--- src/rtl/apb_master_arbiter.sv ---
// apb_master_arbiter
//   Lets NREQ local requesters share one APB master port. A round-robin
//   arbiter picks an owner. An IDLE/SETUP/ACCESS sequencer then drives the
//   APB bus for that owner. Completion is reported back as a one-cycle done
//   pulse to the owner, together with an error flag and the read data.
//
// Ports
//   clk, rst         rising-edge clock, asynchronous active-low reset
//   req/wr           per-requester level request and direction (1 = write)
//   addr/wdata       per-requester operands; slice i = [i*AW +: AW] / [i*DW +: DW]
//   gnt              one-hot owner of the transfer on the bus
//   done             one-cycle completion pulse to the owner
//   err              qualified by done: pslverr, or the ACCESS phase timed out
//   rdata            read data of the last completed read
//   psel..pwdata     APB master outputs
//   prdata/pready/pslverr  APB slave responses
//
// Requester handshake: a requester raises req with wr/addr/wdata valid and
// holds all of them stable until it sees its done bit. It drops req in the
// done cycle. The owner's req is masked on the completing edge and during
// the done cycle, so a late drop never causes a second grant of the same
// request.
//
// All outputs are registered. Read the FSM state from the `state` signal.
module apb_master_arbiter #(
  parameter int NREQ    = 4,
  parameter int AW      = 8,
  parameter int DW      = 32,
  parameter int TIMEOUT = 16
) (
  input  logic               clk,
  input  logic               rst,
  input  logic [NREQ-1:0]    req,
  input  logic [NREQ-1:0]    wr,
  input  logic [NREQ*AW-1:0] addr,
  input  logic [NREQ*DW-1:0] wdata,
  output logic [NREQ-1:0]    gnt,
  output logic [NREQ-1:0]    done,
  output logic               err,
  output logic [DW-1:0]      rdata,
  output logic               psel,
  output logic               penable,
  output logic               pwrite,
  output logic [AW-1:0]      paddr,
  output logic [DW-1:0]      pwdata,
  input  logic [DW-1:0]      prdata,
  input  logic               pready,
  input  logic               pslverr
);

  localparam int IW = (NREQ > 1) ? $clog2(NREQ) : 1;
  localparam int CW = (TIMEOUT > 1) ? $clog2(TIMEOUT + 1) : 1;
  // The count value at which one more stalled ACCESS cycle forces the abort.
  localparam logic [CW-1:0] TO_LAST = CW'((TIMEOUT > 0) ? TIMEOUT - 1 : 0);

  typedef enum logic [1:0] {
    ST_IDLE   = 2'd0,
    ST_SETUP  = 2'd1,
    ST_ACCESS = 2'd2
  } state_t;

  state_t          state;
  logic [IW-1:0]   ptr;
  logic            ptr_vld;  // 0 until the first grant, so req[0] is searched first
  logic [CW-1:0]   count;

  logic [NREQ-1:0] arb_req;
  logic [IW-1:0]   start_idx;
  logic [IW-1:0]   arb_idx;
  logic            arb_found;
  logic            timeout_hit;
  logic            complete;

  // In ACCESS the current owner is masked, so a back-to-back pick goes to
  // someone else. In IDLE the previous owner is masked during its done cycle.
  assign arb_req   = (state == ST_ACCESS) ? (req & ~gnt) : (req & ~done);
  assign start_idx = !ptr_vld ? '0 :
                     (ptr == IW'(NREQ - 1)) ? '0 : ptr + 1'b1;

  always_comb begin
    arb_found = 1'b0;
    arb_idx   = '0;
    for (int k = 0; k < NREQ; k++) begin
      if (!arb_found && arb_req[(int'(start_idx) + k) % NREQ]) begin
        arb_found = 1'b1;
        arb_idx   = IW'((int'(start_idx) + k) % NREQ);
      end
    end
  end

  assign timeout_hit = (TIMEOUT > 0) && (state == ST_ACCESS) && !pready &&
                       (count == TO_LAST);
  assign complete    = (state == ST_ACCESS) && (pready || timeout_hit);

  always_ff @(posedge clk or negedge rst) begin
    if (!rst) begin
      state   <= ST_IDLE;
      ptr     <= '0;
      ptr_vld <= 1'b0;
      count   <= '0;
      gnt     <= '0;
      done    <= '0;
      err     <= 1'b0;
      rdata   <= '0;
      psel    <= 1'b0;
      penable <= 1'b0;
      pwrite  <= 1'b0;
      paddr   <= '0;
      pwdata  <= '0;
    end else begin
      done <= '0;
      err  <= 1'b0;
      case (state)
        ST_IDLE: begin
          psel    <= 1'b0;
          penable <= 1'b0;
          if (arb_found) begin
            pwrite  <= wr[arb_idx];
            paddr   <= addr[arb_idx*AW +: AW];
            pwdata  <= wdata[arb_idx*DW +: DW];
            gnt     <= {{(NREQ-1){1'b0}}, 1'b1} << arb_idx;
            ptr     <= arb_idx;
            ptr_vld <= 1'b1;
            psel    <= 1'b1;
            count   <= '0;
            state   <= ST_SETUP;
          end
        end
        ST_SETUP: begin
          penable <= 1'b1;
          state   <= ST_ACCESS;
        end
        ST_ACCESS: begin
          if (complete) begin
            done    <= gnt;
            err     <= pready ? pslverr : 1'b1;
            if (pready && !pwrite) rdata <= prdata;
            penable <= 1'b0;
            if (arb_found) begin
              // Back-to-back: psel stays high and the next owner goes
              // straight to SETUP.
              pwrite  <= wr[arb_idx];
              paddr   <= addr[arb_idx*AW +: AW];
              pwdata  <= wdata[arb_idx*DW +: DW];
              gnt     <= {{(NREQ-1){1'b0}}, 1'b1} << arb_idx;
              ptr     <= arb_idx;
              count   <= '0;
              state   <= ST_SETUP;
            end else begin
              psel  <= 1'b0;
              gnt   <= '0;
              state <= ST_IDLE;
            end
          end else begin
            count <= count + 1'b1;
          end
        end
        default: state <= ST_IDLE;
      endcase
    end
  end

endmodule

--- config.mk ---
export PLATFORM = sky130hd
export DESIGN_NAME = apb_master_arbiter
export DESIGN_NICKNAME = d
export VERILOG_FILES = /design/src/rtl/apb_master_arbiter.sv
export SDC_FILE = /design/constraint.sdc
export NUM_CORES = 1
export LEC_CHECK = 0
export CAP_MARGIN = 20
export CELL_PAD_IN_SITES_DETAIL_PLACEMENT = 1
export CELL_PAD_IN_SITES_GLOBAL_PLACEMENT = 1
export CORE_MARGIN = 4
export CORE_UTILIZATION = 29
export CTS_CLUSTER_SIZE = 10
export DETAILED_ROUTE_END_ITERATION = 6
export PLACE_DENSITY_LB_ADDON = 0.1
export REMOVE_ABC_BUFFERS = 1
export SYNTH_ARGS = -nofsm -noshare
export SYNTH_HDL_FRONTEND = slang
export SYNTH_SLANG_ARGS = --single-unit
--- constraint.sdc ---
create_clock -name clk -period 3.1 [get_ports clk]
set_clock_uncertainty 0.2 [all_clocks]
set_input_delay 0.465 -clock clk [delete_from_list [all_inputs] [get_ports clk]]
set_output_delay 0.465 -clock clk [all_outputs]
set_load 0.005 [all_outputs]
* After elaboration in Yosys (flattened, before gate mapping) *
Cells that the tools add are included.

operators by class
  add/sub/neg operators = 5
  bitwise logic cells = 7
  muxes and demuxes = 58
  shifts and indexed selects = 3
  reduce and logical (&&, ||, !) cells = 26
  equality and inequality tests = 7
  magnitude comparators = 5

operators by type and width
  cell                                                                   count
  128-bit by 8-bit variable part select with 32-bit output               1
  32-bit 2-to-1 mux                                                      2
  32-bit case mux with 2 select lines                                    1
  32-bit by 6-bit variable part select with 8-bit output                 1
  4-bit 2-to-1 mux                                                       6
  1-bit 2-to-1 mux                                                       22
  2-bit 2-to-1 mux                                                       10
  8-bit 2-to-1 mux                                                       2
  8-bit case mux with 2 select lines                                     1
  3-bit by 4-bit < comparator with 1-bit output (second input constant)  3
  1-bit binary-select mux with 2-bit select                              5
  5-bit 2-to-1 mux                                                       2
  5-bit case mux with 2 select lines                                     1
  3-bit AND reduction                                                    3
  4-bit bitwise AND                                                      2
  4-bit inverter                                                         2
  4-bit case mux with 2 select lines                                     1
  2-bit AND reduction                                                    4
  1-bit logical AND                                                      7
  2-bit by 3-bit < comparator with 1-bit output (second input constant)  2
  2-bit != test (second input constant)                                  3
  2-bit case mux with 3 select lines                                     1
  2-bit OR reduction                                                     3
  5-bit by 1-bit adder with 5-bit output (second input constant)         1
  other kinds (15)                                                       25

storage, ports and cells
  word-level logic and storage cells = 124
  output and inout port bits = 84
  bits in registers = 94
  input bits = 204

* Depth between registers and ports, before layout *
  word-level depth = 22
  mapped depth = 10
  depth with buffers taken out = 8

* Least setup slack after synthesis *
No wires, ideal clock.

  path type = reg-to-reg
  start = register count[0]
  end = register gnt[0]
  cell stages (with the launch flop) = 11
  arrival time = 2.381 ns
  library setup time = 0.077 ns
  required time = 2.823 ns
  setup slack = 0.443 ns
  buffers on the path = 2
  period minus slack after synthesis = 2.657 ns
  cell sequence = dfrtp_1 > ha_1 > and3_1 > ha_1 > nor3_1 > nor2_1 > nand2_1 > clkbuf_1 > clkbuf_1 > nand3_1 > o21ai_1

on the way
  word-level cells in the longest chain between the ends = 6

RTL lines
  element                                   RTL line  RTL
  start, declared                           65        logic [CW-1:0] count;
  start signal, assigned                    155       count <= count + 1'b1;
  5-bit by 4-bit == test with 1-bit output  92        (count == TO_LAST);
  1-bit logical AND                         91        assign timeout_hit = (TIMEOUT > 0) && (state == ST_ACCESS) && !pready &&
  1-bit logical OR                          93        assign complete = (state == ST_ACCESS) && (pready || timeout_hit);
  1-bit logical AND                         93
  2-bit != test (no line)                   -
  3-bit AND reduction (no line)             -
  end signal, assigned                      121       gnt <= {{(NREQ-1){1'b0}}, 1'b1} << arb_idx;
  end signal, assigned                      145       gnt <= {{(NREQ-1){1'b0}}, 1'b1} << arb_idx;
  end, declared                             37        output logic [NREQ-1:0] gnt,

No other way between the ends.
A chain may end at the register's enable or synchronous reset.

* Worst setup path in the final report *
  start = register state[0]
  end = register pwdata[31]

on the way
  word-level cells in the longest chain between the ends = 18
  elaborated cells between the ends (all ways) = 39
  classes of those cells = eq/ne: 2; shift: 1; mux: 23; reduce/logical: 13

RTL lines
  element                                                   RTL line  RTL
  start, declared                                           62        state_t state;
  start signal, assigned                                    97        state <= ST_IDLE;
  start signal, assigned                                    126       state <= ST_SETUP;
  start signal, assigned                                    131       state <= ST_ACCESS;
  2-bit == test                                             -
  4-bit 2-to-1 mux                                          76        assign arb_req = (state == ST_ACCESS) ? (req & ~gnt) : (req & ~done);
  1-bit binary-select mux with 2-bit select                 84        if (!arb_found && arb_req[(int'(start_idx) + k) % NREQ]) begin
  1-bit 2-to-1 mux (not written as such)                    84
  1-bit 2-to-1 mux                                          84
  1-bit zero test                                           84
  1-bit logical AND                                         84
  1-bit 2-to-1 mux                                          84
  [... 2 more ...]                                          -
  1-bit 2-to-1 mux                                          84
  1-bit zero test                                           84
  1-bit logical AND                                         84
  2-bit 2-to-1 mux                                          84
  128-bit by 8-bit variable part select with 32-bit output  120, 144
  32-bit 2-to-1 mux                                         117, 139
  32-bit 2-to-1 mux                                         134       if (complete) begin
  32-bit case mux with 2 select lines                       113       case (state)
  end signal, assigned                                      120       pwdata <= wdata[arb_idx*DW +: DW];
  end signal, assigned                                      144       pwdata <= wdata[arb_idx*DW +: DW];
  end, declared                                             45        output logic [DW-1:0] pwdata,

Parallel ways exist; a longest one is shown, timed or not. The select of a mux whose other input is x is not followed.

==> results.py <==
metrics = {
    "global_route": {
        "grt.met2_usage_pct": 32.1,
        "globalRouteMet1Util_pct": 18.7,
        "grt_overflow_total": 0,
        "antenna_found_initial": 1,
        "grt_use_total_pct": 17.7,
        "routing_layer_with_the_top_usage_in_global_route": "met2",
        "global_route.usage.met3_pct": 7.82,
        "grt_pass1_vias": 5231,
        "grt_first_pass_wirelength_um": 27800,
        "grt_max_degree": 43,
    },
    "yosys": {
        "yosys.cell_count.top_type": "dfrtp_1",
        "synth_top_area_share_pct": 45.2,
        "syn_warnings": 0,
        "synthesis.area_um2": 5200,
        "synth.yosys.seq_area_share_pct": 45.2,
        "synth_top_area_cell": "dfrtp_1",
        "synth_top_flop_cell": "dfrtp_1",
        "yosys-top-cells-count": "94 x dfrtp_1, 86 x mux2i_1, 76 x mux2_2, 51 x nand2_1, 50 x o21ai_1",
        "synth-seq-cells": 94,
        "count_of_cell_types_in_the_netlist": 38,
        "synthTopCellsByArea": "dfrtp_1 45%, mux2i_1 17%, mux2_2 16%, o21ai_1 4.8%, nand2_1 3.7%",
        "synth_edf_count": 0,
        "synthCells": 454,
        "synth_area_per_cell_um2": 11.5,
        "synth_async_sr_flop_share_pct": 100,
    },
    "detailed_routing": {
        "route.detailed.vias_per_inst": 4.74,
        "detail_route.wl_per_cell_um": 18.4,
        "detail-route-antenna-nets": 0,
        "drt-initial-drc-count": 109,
        "via_count": 4623,
        "route.final.wire_length_um": 18000,
        "drc_errors": 0,
        "dr.pass1.iters": 4,
    },
    "floorplan": {
        "placement_rows": 48,
        "floorplan.io_pins": 288,
        "die_footprint_um2": 20100,
        "core_um2": 17400,
        "initial_core_utilization_pct": 29.9,
        "die_height_um": 142,
        "width_of_the_die_um": 142,
    },
    "clocking": {
        "tritoncts": "yes",
        "cts-htree-levels": 3,
        "cts_buffer_depth": 2,
        "post_cts.resized_instances": 0,
        "cts_bufs_inserted": 9,
        "insertion_delay_ps": 340,
        "cts.clk_slew.worst_paths_ps": 70,
        "tritoncts_num_sinks": 94,
        "post-cts-setup-buffers": 0,
        "cts.root.buffer_cell": "clkbuf_16",
    },
    "power_and_ir_drop": {
        "ratio_of_total_power_to_cell_area_nw_per_um2": 1010,
        "finalPower_mw": 8.79,
        "vdd.ir_drop.worst_v": 0.000623,
        "power.static_leakage_nw": 3.72,
    },
    "placed_design": {
        "io_buffers": 287,
        "post_dp_cell_area_um2": 8400,
        "detailed_place_hpwl_um": 14800,
        "finalWeightedCongestion": 0.803,
        "placedCellCount": 959,
    },
    "sta": {
        "finalSetupTns_ps": 0,
        "fin_crit_ps": 2810,
        "setup_viol": 0,
        "hold_viol": 0,
        "final_max_slew_viol_count": 0,
        "fin_crit_sh_pct": 90.8,
        "unrepaired_setup_endpoints_after_global_routing": "false",
        "slew_headroom_pct": 52.6,
        "worst_slew_pin_tran_ps": 704,
        "maxClockFrequency_mhz": 355,
    },
    "worst_setup_path": {
        "category_of_the_critical_setup_timing_path": "reg2reg",
        "critical_path.endpoint_type": "register",
        "startpoint_type": "register",
        "critical_path_peak_fanout": 23,
        "critPathArrivalTime_ps": 2880,
        "cp_data_required_time_ps": 3170,
    },
    "cells_and_area": {
        "final_cell_count_no_fill": 976,
        "n_fill_cell": 1878,
        "multi_input_combinational_cell_area_um2": 2630,
        "area.sequential_um2": 2350,
        "antenna_diodes": 0,
        "number_of_nets_in_the_final_layout": 952,
        "finalInstanceArea_um2": 8720,
        "area_growth_syn_to_layout_pct": 67.7,
        "layout-drive-gt1-share_pct": 16.4,
    },
    "min_path": {
        "hold_path.class": "reg2reg",
    },
    "run": {
        "cap_violations": 0,
    },
    "status": {
        "status": "finished, final reports clean",
    },
}
-- final timing paths --
check                          from         end  slack (ps)  cells after the start
max                        state[0]  pwdata[31]         290                     10
min                        count[4]    count[4]         280                      2
max reg2reg                state[0]  pwdata[31]         290                     10
min reg2reg                count[4]    count[4]         280                      2
max in group asynchronous       rst  pwdata[22]        1610                      3
min in group asynchronous       rst   rdata[12]         410                      2
-- cell usage in the layout, fill, tap and decap left out, types with 2 or more instances in the layout --
| cell | n |
|---|---|
| mux2i_1 | 86 |
| mux2_2 | 76 |
| o211ai_1 | 3 |
| dfrtp_1 | 94 |
| inv_2 | 2 |
| nand2_1 | 50 |
| clkbuf_16 | 9 |
| nand3_1 | 4 |
| nand4_1 | 4 |
| buf_4 | 14 |
| xor2_1 | 2 |
| a21o_1 | 2 |
| o21ai_0 | 5 |
| inv_6 | 4 |
| o21ai_1 | 50 |
| nor2b_1 | 7 |
| o31ai_1 | 2 |
| nor2_1 | 8 |
| and2_1 | 5 |
| inv_1 | 4 |
| a21oi_1 | 6 |
| buf_12 | 7 |
| ha_1 | 2 |
| clkdlybuf4s50_1 | 286 |
-- state kept, by name, summed over array words and instances (netlist names), 2 cells and up --
| signal | count |
|---|---|
| ptr | 2 |
| gnt | 4 |
| state | 2 |
| paddr | 8 |
| done | 4 |
| rdata | 32 |
| count | 5 |
| pwdata | 32 |
-- worst max-delay path: stages (launching register included) --
cell and delay, ps:
dfrtp_1 400, nor2b_2 190, buf_4 190, mux2_4 330, or3_4 380, o221ai_4 120, buf_12 240, buf_4 190
mux2i_1 90, mux2_2 270, o21ai_1 120
-- power by group --
group	internal [mW]	switching, mW
clock network	0.645	0.519
logic	3.16	2.35
registers	1.80	0.316
-- cell families after synthesis --
group	synth area share [%]
multiplexers	33.3
flip-flops	45.2
AND/OR/NAND/NOR	7.58
AO/OA/AOI/OAI	8.49
buffers and inverters	4.57
XOR/XNOR	0.337
adder cells (fa/ha/maj)	0.481
-- routing by layer --
| layer | up-vias | part of all wire (%) |
|---|---|---|
| met2 | 148 | 53 |
| met5 | - | 0.067 |
| met3 | 18 | 8.9 |
| met4 | 2 | 1.6 |
| met1 | 2242 | 37 |
| li1 | 2213 | - |
-- per-stage QoR --
stage | hold WS [ps] | utilization, % | worst slack (ps)
final | 277 | 50.1 | 287
after global routing | 301 | 50.1 | 112
after CTS | 283 | 50.1 | 262
after detailed placement | 244 | 48.2 | 29.9
after global placement | 241 | 48.2 | 78.4
after floorplan | -30.6 | - | -1210
-- area by class of cell --
class	instances	area share, %
tap	225	3.23
clock inverter	7	0.976
timing repair buffer	308	35.8
inverter	6	0.258
multi-input combinational	327	30.2
clock buffer	9	2.58
sequential	94	27.0
-- timing repair --
action	CTS	global route
hold endpoints to repair	31	0
endpoints found under the setup margin	0	0
hold buffers	1	0
No activity file was read; power rests on OpenSTA's default activity.
